==> config.mk <==
export PLATFORM = sky130hd
export DESIGN_NAME = wb_noc_ni_master
export DESIGN_NICKNAME = d
export VERILOG_FILES = /design/src/rtl/wb_noc_ni_master.sv
export SDC_FILE = /design/constraint.sdc
export NUM_CORES = 1
export LEC_CHECK = 0
export ABC_AREA = 1
export CORE_ASPECT_RATIO = 1.5
export CORE_MARGIN = 5
export CORE_UTILIZATION = 35
export DETAILED_ROUTE_END_ITERATION = 8
export SETUP_SLACK_MARGIN = 0.5
export SYNTH_ARGS = -nofsm -noshare
export SYNTH_HDL_FRONTEND = slang
export SYNTH_SLANG_ARGS = --single-unit
==> constraint.sdc <==
create_clock -name clk_i -period 7.7 [get_ports clk_i]
set_input_delay 1.925 -clock clk_i [delete_from_list [all_inputs] [get_ports clk_i]]
set_output_delay 1.925 -clock clk_i [all_outputs]
set_load 0.05 [all_outputs]
==> src/rtl/wb_noc_ni_master.sv <==
// wb_noc_ni_master: Wishbone slave that turns one transaction into a NoC request packet and completes it from the response.
// Ports:
//   clk_i, rst_i                       clock, asynchronous active-high reset
//   wb_cyc_i/stb_i/we_i/addr_i/data_i/sel_i   Wishbone request from the core adapter (addr[31:28] = dest node)
//   wb_data_o, wb_ack_o, wb_err_o      registered read data, ack pulse, timeout pulse
//   flit_o, flit_valid_o, flit_ready_i request flits to the router
//   flit_i, flit_valid_i, flit_ready_o response flits from the router
module wb_noc_ni_master #(
    parameter logic [3:0] NODE_ID = 4'd0,
    parameter int         TIMEOUT = 1024
) (
    input  logic        clk_i,
    input  logic        rst_i,
    input  logic        wb_cyc_i,
    input  logic        wb_stb_i,
    input  logic        wb_we_i,
    input  logic [31:0] wb_addr_i,
    input  logic [31:0] wb_data_i,
    input  logic [3:0]  wb_sel_i,
    output logic [31:0] wb_data_o,
    output logic        wb_ack_o,
    output logic        wb_err_o,
    output logic [33:0] flit_o,
    output logic        flit_valid_o,
    input  logic        flit_ready_i,
    input  logic [33:0] flit_i,
    input  logic        flit_valid_i,
    output logic        flit_ready_o
);
    typedef enum logic [3:0] {IDLE, TX_HEAD, TX_ADDR, TX_DATA, RX_HEAD, RX_DATA, DROP, ACK, ERR} state_t;
    state_t state, state_n;
    logic [31:0] addr_q, data_q;
    logic [3:0]  sel_q;
    logic        we_q;
    logic [15:0] cnt;
    logic        tx_fire, rx_fire, rx_head, rx_tail, rsp_ok, timed_out, rx_state;
    assign tx_fire   = flit_valid_o & flit_ready_i;
    assign rx_fire   = flit_valid_i & flit_ready_o;
    assign rx_head   = flit_i[33:32] == 2'b01;
    assign rx_tail   = flit_i[33:32] == 2'b10;
    // A write completes on a single flit, a read starts with a head; anything else is foreign traffic.
    assign rsp_ok    = flit_i[31:28] == NODE_ID &&
                       (we_q ? (flit_i[33:32] == 2'b11 && flit_i[19:16] == 4'b1010)
                             : (rx_head && flit_i[19:16] == 4'b1001));
    assign timed_out = cnt == 16'(TIMEOUT - 1);
    assign rx_state  = state inside {RX_HEAD, RX_DATA, DROP};
    assign flit_ready_o = state == IDLE || rx_state;
    assign wb_ack_o  = state == ACK && wb_cyc_i;
    assign wb_err_o  = state == ERR && wb_cyc_i;
    always_ff @(posedge clk_i or posedge rst_i)
        if (rst_i) state <= IDLE;
        else       state <= state_n;
    // A valid completion wins over an expiring timeout in the same cycle.
    always_comb begin
        state_n = state;
        case (state)
            IDLE:    if (wb_cyc_i && wb_stb_i) state_n = TX_HEAD;
            TX_HEAD: if (tx_fire) state_n = TX_ADDR;
            TX_ADDR: if (tx_fire) state_n = we_q ? TX_DATA : RX_HEAD;
            TX_DATA: if (tx_fire) state_n = RX_HEAD;
            RX_HEAD: if (rx_fire && rsp_ok) state_n = we_q ? ACK : RX_DATA;
                     else if (timed_out) state_n = ERR;
                     else if (rx_fire && rx_head) state_n = DROP;
            RX_DATA: if (rx_fire && rx_tail) state_n = ACK;
                     else if (timed_out) state_n = ERR;
            DROP:    if (timed_out) state_n = ERR;
                     else if (rx_fire && rx_tail) state_n = RX_HEAD;
            default: state_n = IDLE;
        endcase
    end
    // Counter restarts whenever the block is outside the response phase, so RX_HEAD entry sees 0.
    always_ff @(posedge clk_i or posedge rst_i)
        if (rst_i) cnt <= '0;
        else       cnt <= rx_state ? cnt + 16'd1 : '0;
    always_ff @(posedge clk_i or posedge rst_i) begin
        if (rst_i) begin
            addr_q       <= '0;
            data_q       <= '0;
            sel_q        <= '0;
            we_q         <= 1'b0;
            flit_o       <= '0;
            flit_valid_o <= 1'b0;
            wb_data_o    <= '0;
        end else begin
            if (state == IDLE && wb_cyc_i && wb_stb_i) begin
                addr_q       <= wb_addr_i;
                data_q       <= wb_data_i;
                sel_q        <= wb_sel_i;
                we_q         <= wb_we_i;
                flit_o       <= {2'b01, wb_addr_i[31:28], NODE_ID, wb_sel_i, wb_we_i ? 4'b0010 : 4'b0001, 16'h0};
                flit_valid_o <= 1'b1;
            end
            if (state == TX_HEAD && tx_fire) flit_o <= {we_q ? 2'b00 : 2'b10, addr_q};
            if (state == TX_ADDR && tx_fire) begin
                flit_o       <= {2'b10, data_q};
                flit_valid_o <= we_q;
            end
            if (state == TX_DATA && tx_fire) flit_valid_o <= 1'b0;
            if (state == RX_DATA && rx_fire && rx_tail) wb_data_o <= flit_i[31:0];
        end
    end
endmodule

==> reports/results.ini, run 1 <==
[run_status]
status = complete, no violations

[global_route]
grt_pass1_vias = 5585
grt_max_degree = 105
grt_pass1_wl_um = 28030
antenna_found_initial = 0
grt.overflow.total = 0
track_usage = 0.1648

[cts]
clock_path_buffers = 2
clk_pin_slew_worst_paths_ns = 0.07
ctsResizeCount = 0
holdBufCountCts = 0
cts_root_buf = clkbuf_16
cts_max_level = 4
cts_setup_buffers = 0
cts_sinks = 152
tritoncts = done
clk_latency_ns = 0.42
cts_inserted_buffers = 17

[worst_setup_path]
timing.rr.start = state[2]
reg2reg_depth = 7
critical_path_required_ns = 5.78
critPathKind = input pin to primary output
crit_fanout = 2
start_kind = input pin
end_kind = primary output
crit_start = wb_cyc_i
arrival_ns = 3.58

[sta]
rsz0062_at_grt = false
fin_crit_ns = 5.505
skew_ns = 0.01491
finalHoldViolCount = 0
worstMarginPinSlew_ns = 0.9513
relSlewSlack = 0.3651
drv_slew = 0
max_freq_ghz = 0.1817
setup_viol = 0
fin_crit_sh = 0.7149
tns_ns = 0

[layout]
drive_gt1_frac = 0.05462
n_fill_cell = 1747
syn_to_final_growth_pct = 39.02
nNetsFinal = 1049
antenna_cells = 0

[synthesis]
synth_area_leader_cell = dfrtp_1
yosysTopAreaCellShare = 0.5838
synth_edf_count = 0
synth_fp_nets = 880
yosys_warnings = 0
syn_area_per_cell_um2 = 8.461
syn_inst = 770
ys_types = 29
syn-cell-area_um2 = 6515
synth_seq_area_share = 0.5838
postSynth.asyncResetShare = 1.000
ys.flop_type = dfrtp_1
synthTopCellsByArea = dfrtp_1 (58%), nand2_1 (18%), o21ai_0 (4.6%), inv_1 (4.1%), nor2_1 (2.4%)
synth_seq_cells = 152

[die]
die-width_um = 121.4
initial_core_util = 0.3527
num_io_pins = 179
die_area_um2 = 21500
rows = 61
core_area_um2 = 18470
die_y_um = 177.1

[power]
p_total_w = 0.003688
p_leak_nw = 4.303
powerDensity_nw_per_um2 = 407.2
ir_worst_vdd_mv = 0.2525

[detailed_routing]
ant_nets = 0
drt_iter0_markers = 300
met1_length_um = 7154
routed.top_layer = met4
firstDrtPassIters = 4
wirelength_um = 17250
drcViolationCount = 0
wl_met2_um = 9013
drt-wirelength-per-cell_um = 14.33
wl_met3_um = 806
vias = 5467
viasPerCell = 4.541

[placed_design]
hpwlAfterDp_um = 11870
gp_congestion = 0.8178
port_buffers = 178

[hold_path]
hold_path_class = flop to flop
hold_path_depth = 2
hold_path.startpoint = data_q[29]

[run]
cap_violations = 0

-- report_power, final --
| group | switching (W) | internal [W] |
|---|---|---|
| clock | 0.000354 | 0.000455 |
| combinational | 0.00107 | 0.000523 |
| sequential | 0.000163 | 0.00113 |
-- cells in the final DEF (no fill, tap or decap), types with 2 or more instances in the layout --
master,count
inv_6,7
o211ai_1,11
nor2_1,42
clkdlybuf4s50_1,178
inv_1,71
o221ai_1,14
clkbuf_16,17
nor2_4,2
clkinv_2,2
o21ai_1,7
inv_2,2
inv_8,2
nand4_2,2
xor2_1,3
buf_4,4
nand2_2,7
nand2_1,314
nand4_1,3
a21oi_1,9
nor2_2,2
o21a_1,2
nor3_1,4
dfrtp_1,152
o21ai_0,60
nand3_1,24
clkinvlp_4,2
-- cells by family after synthesis --
kind of cell,count (synthesis),synth area share
AOI/OAI and AO/OA,105,0.09430
and+or+nand+nor,403,0.2483
xor gates and xnor gates,3,0.004034
adders and majority gates,1,0.001920
buffers and inverters,106,0.06760
DFF,152,0.5838
-- metrics by stage --
stage / cells / setup slack [ns] / util / hold slack (ns) / instance area [µm²]
after global placement: 1172 / 2.267 / 0.4596 / 0.4489 / 8489
after global routing: 1204 / 2.166 / 0.4904 / 0.4810 / 9057
after floorplan: 770 / 1.682 / - / 0.4329 / 6515
after detailed placement: 1172 / 2.219 / 0.4596 / 0.4533 / 8489
final: 1204 / 2.195 / 0.4904 / 0.4651 / 9057
after CTS: 1204 / 2.207 / 0.4904 / 0.4686 / 9057
-- layer usage --
metal,GRT usage,vias to the layer above
li1,-,2764
met5,0,-
met1,0.1963,2543
met4,0.05561,0
met3,0.03422,19
met2,0.2934,141
-- sequential cells by signal, summed over array words and instances, names as in the netlist --
| signal | cells |
|---|---|
| addr_q | 32 |
| flit_valid_o | 1 |
| wb_data_o | 32 |
| flit_o | 34 |
| state | 4 |
| we_q | 1 |
| data_q | 32 |
| cnt | 16 |
-- synth_stat cells, types with 4 or more instances --
cell type,count
dfrtp_1,152
o21ai_0,60
o221ai_1,14
a21oi_1,9
nand2_2,7
clkbuf_1,7
o21ai_1,7
nor2_1,42
o211ai_1,11
nand3_1,24
buf_2,22
inv_1,72
nor3_1,4
nand2_1,314
-- final cells by class --
cell class | count | area [µm²] | share of cell area
Clock buffer | 18 | 429.2 | 0.04738
Tap cell | 252 | 315.3 | 0.03481
Timing Repair Buffer | 182 | 1812 | 0.2000
Clock inverter | 14 | 138.9 | 0.01533
Inverter | 74 | 282.8 | 0.03122
Sequential cell | 152 | 3804 | 0.4199
Multi-Input combinational cell | 512 | 2276 | 0.2513
-- worst paths after layout --
path	slack [ns]	end
setup / recovery	2.20	wb_err_o
hold / removal	0.47	data_q[29]
setup reg to reg	5.06	flit_o[31]
hold reg to reg	0.47	data_q[29]
max in group asynchronous	4.32	flit_valid_o
min in group asynchronous	2.10	wb_data_o[5]
-- critical path, cell delays in order --
cell             delay, ns
clkdlybuf4s50_1       0.48
inv_1                 0.06
nor4_1                0.25
clkdlybuf4s50_1       0.87
(Power assumes the default switching activity.)
==> run 2, diff against run 1 <==
==> constraint.sdc (replaced) <==
create_clock -name clk_i -period 5.4 [get_ports clk_i]
set_input_delay 1.35 -clock clk_i [delete_from_list [all_inputs] [get_ports clk_i]]
set_output_delay 1.35 -clock clk_i [all_outputs]
set_load 0.05 [all_outputs]
==> run 2 against run 1 <==
  * Cell count is 0.17% higher
  * Critical path depth unchanged
  * Die area did not move
  * Critical endpoint unchanged
==> reports/results.ini, run 2 (same netlist as run 1, synthesis figures left out) <==
[detailed_routing]
vias = 5486  ; was 5,467
drcViolationCount = 0  ; unchanged
wl_met2_um = 8769  ; was 9013 µm
firstDrtPassIters = 7  ; was 4
viasPerCell = 4.549  ; was 4.541
wirelength_um = 17130  ; was 17,250 µm
routed.top_layer = met4  ; unchanged
drt-wirelength-per-cell_um = 14.20  ; was 14.33 µm
wl_met3_um = 813  ; was 806 µm
ant_nets = 0  ; unchanged
drt_iter0_markers = 240  ; was 300
met1_length_um = 7243  ; was 7154 µm

[cts]
clk_latency_ns = 0.42  ; about the same
cts_setup_buffers = 0  ; unchanged
clock_path_buffers = 2  ; unchanged
cts_root_buf = clkbuf_16  ; unchanged
cts_inserted_buffers = 17  ; unchanged
tritoncts = done  ; unchanged
clk_pin_slew_worst_paths_ns = 0.06  ; was 0.07 ns
cts_sinks = 152  ; unchanged
ctsResizeCount = 0  ; unchanged
holdBufCountCts = 0  ; unchanged
cts_max_level = 4  ; unchanged

[die]
die_area_um2 = 21500  ; unchanged
num_io_pins = 179  ; unchanged
initial_core_util = 0.3527  ; unchanged
die-width_um = 121.4  ; unchanged
die_y_um = 177.1  ; unchanged
rows = 61  ; unchanged
core_area_um2 = 18470  ; unchanged

[layout]
n_fill_cell = 1826  ; was 1,747
layout_commonest_cell = nand2_1  ; unchanged
mostFrequentLayoutCells = nand2_1 (314), clkdlybuf4s50_1 (178), dfrtp_1 (152)  ; unchanged
syn_to_final_growth_pct = 39.62  ; was 39.02%
largest_register_ffs = 34  ; unchanged
top_register = flit_o  ; unchanged
nNetsFinal = 1050  ; was 1,049
drive_gt1_frac = 0.05352  ; was 0.05462

[sta]
skew_ns = 0.01211  ; was 0.01491 ns
fin_crit_sh = 0.8099
rsz0062_at_grt = false  ; unchanged
fin_crit_ns = 4.374
setup_viol = 0  ; unchanged
max_freq_ghz = 0.2286
finalHoldViolCount = 0  ; unchanged
fin_ws_ns = 1.026  ; was 2.195 ns
drv_slew = 0  ; unchanged
worstMarginPinSlew_ns = 0.9446  ; was 0.9513 ns
tns_ns = 0  ; unchanged
relSlewSlack = 0.3702  ; was 0.3651

[worst_setup_path]
critPathTopFamily = buffers and inverters  ; unchanged
worstPathBufferInverterCount = 3  ; unchanged
critical_path_required_ns = 4.05  ; was 5.78 ns
r2r-end = wb_data_o[4]  ; was flit_o[31]
critPathKind = input pin to primary output  ; unchanged
path_cells = clkdlybuf4s50_1 -> inv_1 -> nor4_1 -> clkdlybuf4s50_1  ; unchanged
rrSetupSlack_ns = 2.66  ; was 5.06 ns
crit_top_cell = clkdlybuf4s50_1  ; unchanged
end_kind = primary output  ; unchanged
slowest_stage = clkdlybuf4s50_1  ; unchanged
crit_fanout = 2  ; unchanged
reg2reg_depth = 7  ; unchanged
timing.rr.start = state[1]  ; was state[2]
arrival_ns = 3.02  ; was 3.58 ns
start_kind = input pin  ; unchanged
critPathMaxStageDelay_ns = 0.86  ; was 0.87 ns

[hold_path]
hold_path_class = flop to flop  ; unchanged
worstHoldEndpoint = data_q[30]  ; was data_q[29]
hold_path_depth = 2  ; unchanged
hold_path.startpoint = data_q[30]  ; was data_q[29]

[global_route]
grt.overflow.total = 0  ; unchanged
grt_pass1_vias = 5617  ; was 5,585
track_usage = 0.1637  ; was 0.1648
grt_pass1_wl_um = 27920  ; was 28,030 µm
grt_max_degree = 153  ; was 105
antenna_found_initial = 1  ; was 0

[placed_design]
dp_slack_ns = 1.028  ; was 2.219 ns
port_buffers = 178  ; unchanged
hpwlAfterDp_um = 11640  ; was 11,870 µm
gp_congestion = 0.8595  ; was 0.8178

[power]
combPwrFrac = 0.430  ; was 0.431
ir_worst_vdd_mv = 0.2660  ; was 0.2525 mV
swShare = 0.4197  ; was 0.4296
p_leak_nw = 4.303  ; about the same
switchingPower_w = 0.002213  ; was 0.001584 W
internal-power_w = 0.003060  ; was 0.002104 W
powerDensity_nw_per_um2 = 579.6  ; was 407.2 nW/µm²
power_frac_clock = 0.221  ; was 0.219
seqPwrFrac = 0.349  ; about the same

[run_status]
status = complete, no violations  ; unchanged

[run]
cap_violations = 0  ; unchanged

[run 2: changes by cell type in the layout (fill, tap and decap cells not counted)]
cell,before,now
buf_12,0,1
bufinv_16,1,2
clkbuf_1,1,3
clkbuf_8,0,2
clkinv_2,2,1
clkinv_4,1,3
clkinvlp_4,2,5
diode_2,0,1
inv_6,7,0
inv_8,2,0
[run 2: stage by stage]
stage               hold slack (ns)  std cells  utilization  power, W  instance area [µm²]
global route                 0.4834       1206       0.4925  0.005616                 9096
finish                       0.4645       1206       0.4925  0.005272                 9096
detailed placement           0.4538       1173       0.4606  0.004148                 8508
floorplan                    0.4329        770            -  0.003354                 6519
CTS                          0.4684       1205       0.4923  0.005347                 9094
global placement             0.4484       1173       0.4606  0.004121                 8508
[run 2: worst min-delay path, delay by kind of cell, from the launching register on]
kind             cells  cell delay (ns)
DFF                  1             0.34
and+or+nand+nor      2             0.09
[run 2: power groups by stage]
stage / logic (W) / clock network (W) / registers (W)
after global placement: 0.00227 / 0 / 0.00185
after CTS: 0.00230 / 0.00120 / 0.00184
after floorplan: 0.000784 / 0 / 0.00257
after detailed placement: 0.00230 / 0 / 0.00185
final: 0.00227 / 0.00117 / 0.00184
after global routing: 0.00246 / 0.00126 / 0.00190
[run 2: worst max-delay path by stage]
stage	startpoint	to	slack, ns	cells after the start
after detailed placement	wb_cyc_i	wb_err_o	1.03	4
final	wb_cyc_i	wb_err_o	1.03	4
after global routing	wb_cyc_i	wb_err_o	0.97	4
after floorplan	wb_cyc_i	wb_err_o	1.17	2
after CTS	wb_cyc_i	wb_err_o	1.02	4
after global placement	wb_cyc_i	wb_err_o	1.11	4
[run 2: routing by layer]
layer,vias up,track usage
li1,2767,-
met1,2566,0.2017
met2,131,0.2817
met3,22,0.03550
met4,0,0.05794
met5,-,0
[run 2: area by class of cell]
cell class	instances	area (µm²)	share of cell area
Inverter	74	281.5	0.03095
Timing Repair Buffer	183	1832	0.2014
Tap cell	252	315.3	0.03466
Multi-Input combinational cell	512	2276	0.2502
Antenna cell	1	2.502	0.0002751
Sequential cell	152	3804	0.4182
Clock inverter	10	121.4	0.01334
Clock buffer	22	464.2	0.05103
